<file path="src/rtl/leb128_pkg.sv">
// Shared constants and FSM state type for the LEB128 u32 encoder family.
package leb128_pkg;

    localparam int DATA_W        = 32;
    localparam int CHUNK_W       = 7;
    localparam int U32_MAX_BYTES = 5;
    localparam int CNT_W         = 3;
    localparam int BYTE_W        = 8;

    typedef enum logic {
        IDLE = 1'b0,
        EMIT = 1'b1
    } state_e;

endpackage

</file>
<file path="src/rtl/leb128_last.sv">
// Final-byte detector: decides whether the current chunk ends the value.
// Signed (sign-fill) termination when LEB128_SIGNED_EN is defined, unsigned otherwise.
module leb128_last
    import leb128_pkg::*;
(
    input  logic [DATA_W-1:0] shift_i,
    input  logic [CNT_W-1:0]  cnt_i,
    output logic              last_o
);

    logic rem_done;
    logic max_cnt;

    assign max_cnt = (cnt_i == CNT_W'(U32_MAX_BYTES - 1));

`ifdef LEB128_SIGNED_EN
    logic signed [DATA_W-1:0] rem;

    // Done once the remainder is pure sign extension of the chunk's top bit.
    assign rem      = $signed(shift_i) >>> CHUNK_W;
    assign rem_done = (rem == {DATA_W{shift_i[CHUNK_W-1]}});
`else
    assign rem_done = (shift_i[DATA_W-1:CHUNK_W] == '0);
`endif

    assign last_o = rem_done | max_cnt;

endmodule

</file>
<file path="src/rtl/leb128_enc_u32.sv">
// Streaming LEB128 encoder for 32-bit values, one byte per output transfer.
// Define LEB128_SIGNED_EN to encode int32 as signed LEB128 instead of unsigned.
module leb128_enc_u32
    import leb128_pkg::*;
(
    input  logic              clk,
    input  logic              rst,
    input  logic [DATA_W-1:0] i_data,
    input  logic              i_valid,
    output logic              i_ready,
    output logic [BYTE_W-1:0] o_data,
    output logic              o_valid,
    input  logic              o_ready,
    output logic              o_last
);

    state_e              state_q, state_d;
    logic [DATA_W-1:0]   shift_q, shift_d;
    logic [CNT_W-1:0]    cnt_q,   cnt_d;
    logic                last_w;
    logic                in_xfer;
    logic                out_xfer;
    logic [DATA_W-1:0]   shift_next;

    leb128_last u_last (
        .shift_i (shift_q),
        .cnt_i   (cnt_q),
        .last_o  (last_w)
    );

`ifdef LEB128_SIGNED_EN
    assign shift_next = $signed(shift_q) >>> CHUNK_W;
`else
    assign shift_next = shift_q >> CHUNK_W;
`endif

    always_ff @(posedge clk) begin
        if (rst) begin
            state_q <= IDLE;
            shift_q <= '0;
            cnt_q   <= '0;
        end else begin
            state_q <= state_d;
            shift_q <= shift_d;
            cnt_q   <= cnt_d;
        end
    end

    always_comb begin
        state_d  = state_q;
        shift_d  = shift_q;
        cnt_d    = cnt_q;
        o_valid  = 1'b0;
        o_last   = 1'b0;
        i_ready  = 1'b0;
        o_data   = '0;
        in_xfer  = 1'b0;
        out_xfer = 1'b0;

        case (state_q)
            IDLE: begin
                i_ready = 1'b1;
            end
            EMIT: begin
                o_valid = 1'b1;
                o_last  = last_w;
                // Accepting the next value on the final byte removes the idle bubble.
                i_ready = last_w & o_ready;
            end
            default: begin
                state_d = IDLE;
            end
        endcase

        o_data   = {~o_last, shift_q[CHUNK_W-1:0]};
        in_xfer  = i_valid & i_ready;
        out_xfer = o_valid & o_ready;

        if (in_xfer) begin
            shift_d = i_data;
            cnt_d   = '0;
            state_d = EMIT;
        end else if (out_xfer) begin
            if (o_last) begin
                state_d = IDLE;
            end else begin
                shift_d = shift_next;
                cnt_d   = cnt_q + CNT_W'(1);
            end
        end
    end

endmodule
</file>
<file path="config.mk">
export PLATFORM = sky130hd
export DESIGN_NAME = leb128_enc_u32
export DESIGN_NICKNAME = d
export VERILOG_FILES = /design/src/rtl/leb128_pkg.sv /design/src/rtl/leb128_last.sv /design/src/rtl/leb128_enc_u32.sv
export SDC_FILE = /design/constraint.sdc
export NUM_CORES = 1
export LEC_CHECK = 0
export CORE_ASPECT_RATIO = 0.5
export CORE_UTILIZATION = 50
export DETAILED_ROUTE_END_ITERATION = 10
export PLACE_DENSITY_LB_ADDON = 0.1
export SLEW_MARGIN = 20
export SYNTH_ARGS = -nofsm -noshare
export SYNTH_HDL_FRONTEND = slang
export SYNTH_SLANG_ARGS = --single-unit
</file>
<file path="constraint.sdc">
create_clock -name clk -period 4 [get_ports clk]
set_input_delay 0.4 -clock clk [delete_from_list [all_inputs] [get_ports clk]]
set_output_delay 0.4 -clock clk [all_outputs]
set_load 0.005 [all_outputs]
</file>
# After elaboration in Yosys (flattened, before gate mapping)
# Cells that the tools add are included.
# word_totals
ff_bits	36
wordCells	28
output_inout_bits	11
inputBits	36
# op_classes
bitwise	6
add_sub_neg	1
eq_ne	2
reduce_logical	7
mux	9
# ops
cell	count
2-to-1 mux 32 bit	3
zero test 25 bit	1
AND reduction 2 bit	3
2-to-1 mux 1 bit	5
nonzero test 2 bit	2
adder 3 x 1 -> 3 bit, second input constant	1
AND 1 bit	3
== test 3 bit, second input constant	1
!= test 2 x 1 -> 1 bit, second input constant	1
inverter 1 bit	2
one-hot mux 1 bit (2 select lines)	1
OR reduction 2 bit	1
OR 1 bit	1

# Logic depth before layout (Yosys ltp)
# logic_depth
depth_word	7
depth_mapped	9
ltp_nobuf	7

# Cells and area by module
# From an unflattened synthesis, not the netlist that was laid out.
# unflattened
hier_cells	269
area_unflattened_um2	2130.8
# modules_own_cells
module	cells_each	area_per_inst_um2	n_inst	seq_area_each_um2
leb128_enc_u32	257	2067.0	1	720.7
leb128_last	12	63.8	1	0.0

# Worst setup path after synthesis
# No wires, ideal clock.
# synth_path
path_type	reg2reg
startpoint	reg shift_q[11]
endpoint	reg shift_q[11]
arrival_ns	1.561
setup_time_ns	0.122
slack_ns	2.317
synth_period_minus_slack_ns	1.683
stages_incl_launch_ff	8
cell_sequence	dfxtp_1 nor4_1 nand4_1 o32a_1 buf_2 buf_6 o221ai_1 a21oi_1
# synth_via
elab_chain_cells	7
# synth_lines
item	line_no	source
start: declaration	leb128_enc_u32.sv:18	logic [DATA_W-1:0] shift_q, shift_d;
start signal: assignment	leb128_enc_u32.sv:44	shift_q <= shift_d;
zero test 25 bit *	leb128_last.sv:23	assign rem_done = (shift_i[DATA_W-1:CHUNK_W] == '0);
OR 1 bit *	leb128_last.sv:26	assign last_o = rem_done | max_cnt;
AND 1 bit	leb128_enc_u32.sv:68	i_ready = last_w & o_ready;
one-hot mux 1 bit (2 select lines)	leb128_enc_u32.sv:60	case (state_q)
AND 1 bit	leb128_enc_u32.sv:76	in_xfer = i_valid & i_ready;
!= test 2 x 1 -> 1 bit (no line) or nonzero test 2 bit (tied branches)	n/a	
AND reduction 2 bit (no line)	n/a	
# Every way passes the cells marked *; elsewhere a longest branch is shown, timed or not.
# A chain may end at the register's enable or synchronous reset.

# Worst setup path after layout
# layout_path
startpoint	reg shift_q[19]
endpoint	reg shift_q[19]
# The elaborated chain is that of the path after synthesis.

==> out/metrics.yaml <==
pwr:
  peakVddDrop_v: 0.000189
  p_leak_nw: 0.913
  p_per_area_nw_per_um2: 364
critical_path:
  critPathMaxFanout: 29
  worstPathCellList: "nor3_1 > nand3_1 > o21ai_4 > and2_1 > a21oi_1"
  crit_path_start_kind: "flop"
  ff2ff_path_depth: 5
  critPathSlowestCell: "and2_1"
  slowest_delay_ns: 0.85
  required_ns: 4.12
  reg2reg_setup_slack_ns: 1.10
  crit_type: "flop to flop"
  cp-end-kind: "flop"
  cp.arrival_ns: 3.02
  r2r-end: "shift_q[19]"
  r2r-start: "shift_q[19]"
cts:
  numCtsBuffers: 5
  clk_path_buf_depth: 2
  path_clk_slew_ns: 0.06
  cts_tree: "done"
  insertion_delay_ns: 0.28
  cts_setup_buffers: 0
  cts_sinks: 36
  cts_hold_buf: 0
  h-tree-depth: 2
  cts_root_buffer: "clkbuf_8"
  cts-resized-gates: 0
placement:
  dp_slack_ns: 0.891
  hpwl_um: 3150
  port_buffers: 46
  globalplace.congestion: 0.832
global_route:
  grt_overflow: 0
  grt_max_degree: 30
  grt_pass1_wl_um: 7210
  grt_pass1_vias: 1562
  antenna_found_initial: 0
  grtUsageTotal_pct: 24.5
worst_hold_path:
  hp-class: "flop to flop"
  whs_path_depth: 2
  min_from: "shift_q[4]"
  hold_end: "shift_q[4]"
finish:
  multi_input_area_sq_um: 843
  diodes: 0
  layout_common_cells: "nor2_1 (58), clkdlybuf4s50_1 (46), dfxtp_1 (36)"
  nFillCells: 277
  area.sequential_sq_um: 721
  drive_gt1_share_pct: 3.00
  areaGrowthSynthToFinish_pct: 27.3
  final_common_cell: "nor2_1"
  final_nets: 304
synthesis:
  synth_nets: 271
  async_reset_ff_share_pct: 0
  synthesis.instances: 233
  synthAdderAreaFrac_pct: 1.39
  synth_top_family_by_area: "compound AO/OA/AOI/OAI gates"
  synth_xor_area_share_pct: 0.970
  synth_seq_cells: 36
  synth_top_area_cell: "dfxtp_1"
  synth_ff_type: "dfxtp_1"
  synth_mux_area_share_pct: 4.44
  synth_area_leaders: "dfxtp_1 (40%), o221ai_1 (12%), nor2_1 (12%)"
  yosys_warnings: 0
  syn_avg_cell_area_sq_um: 7.75
  ys_seq_area_share_pct: 39.9
  synth_cell_type_count: 27
  synth_compound_area_share_pct: 22.0
  synth_edf_count: 0
  yosysTopAreaCellShare_pct: 39.9
  yosys.area_share.simple_pct: 17.3
  synth_area_sq_um: 1810
route:
  drc: 0
  vias: 1711
  final_antenna_net_count: 0
  avgViaCountPerCell: 5.43
  drt_iter0_markers: 118
  first_pass_iters: 5
  routedWlPerCell_um: 14.0
  drt_wl_total_um: 4400
sta:
  max_freq_mhz: 345
  timing.final.ws_setup_ns: 1.10
  tightest_slew_ns: 1.02
  drv_slew: 0
  finalCritPeriodShare_pct: 72.4
  rsz0062_at_grt: "false"
  tns_ns: 0
  period_minus_slack_ns: 2.90
  fin_worst_skew_ns: 0.00759
  relSlewSlack_pct: 32.3
  setup_viol: 0
  hold_viol: 0
die:
  die_h_um: 44.5
  dieArea_sq_um: 3870
  die_w_um: 87.0
  rows: 14
  coreArea_sq_um: 3210
  initial_core_util_pct: 56.3
  ios: 47
status:
  outcome: "finished clean"
job:
  cap_violations: 0
sequential cells by signal, indices dropped and copies added, names as in the netlist:
register  cells
state_q       1
shift_q      32
cnt_q         3
area by class of cell:
type | count | area share [%]
multi-input combinational | 145 | 36.7
tap | 48 | 2.61
timing repair buffer | 47 | 20.4
clock buffer | 8 | 3.92
sequential | 36 | 31.4
inverter | 31 | 5.06
power by group:
part           switching, W  leakage, nW  total, W  internal, W
registers         0.0000237        0.298  0.000412     0.000388
logic             0.0000779        0.569  0.000163    0.0000846
clock network      0.000122       0.0455  0.000262     0.000140
total              0.000223        0.913  0.000837     0.000613
kinds of logic after synthesis:
kind of cell,count (synthesis)
AOI/OAI and AO/OA,57
xor gates and xnor gates,2
adders and majority gates,2
buffers and inverters,52
DFF,36
muxes,8
and+or+nand+nor,76
through the flow:
| stage | area (sq um) | hold slack (ns) | utilization (%) | std cells | total power [W] |
|---|---|---|---|---|---|
| floorplan | 1810 | 0.424 | - | 233 | 0.000510 |
| global placement | 2200 | 0.435 | 68.7 | 307 | 0.000575 |
| detailed placement | 2200 | 0.436 | 68.7 | 307 | 0.000580 |
| CTS | 2290 | 0.447 | 71.5 | 315 | 0.000840 |
| global route | 2300 | 0.464 | 71.7 | 315 | 0.000879 |
| finish | 2300 | 0.445 | 71.7 | 315 | 0.000837 |
cell usage after synthesis (2+ instances only):
library cell,count
a211oi_1,3
a21oi_1,23
buf_2,4
buf_4,10
buf_6,2
clkbuf_1,5
dfxtp_1,36
ha_1,2
inv_1,31
mux2i_1,8
nand2_1,5
nand3_1,3
nor2_1,58
nor4_1,5
o21ai_0,2
o221ai_1,25
how the worst max path moves through the flow:
stage | from | end | slack (ns) | cells after the start
CTS | shift_q[19] | shift_q[19] | 0.87 | 5
global route | shift_q[19] | shift_q[1] | 0.90 | 5
detailed placement | shift_q[19] | shift_q[24] | 0.89 | 5
floorplan | shift_q[11] | shift_q[11] | 2.32 | 7
finish | shift_q[19] | shift_q[19] | 1.10 | 5
global placement | shift_q[26] | shift_q[21] | 0.97 | 5
worst max-delay path, delay by kind of cell (launching register included):
family	cells	cell delay (ns)
compound gates	2	0.86
flops	1	0.33
simple gates	3	1.53
routing by layer:
layer  routed length (um)  share of wire, %  global-route usage [%]
met2                 1870                42                    38.3
met3                  439                10                    6.53
met1                 2070                47                    34.3
met4                   25              0.57                    5.00
met5                    0                 0                       0
Note: power is estimated with default switching activity, not from simulation.
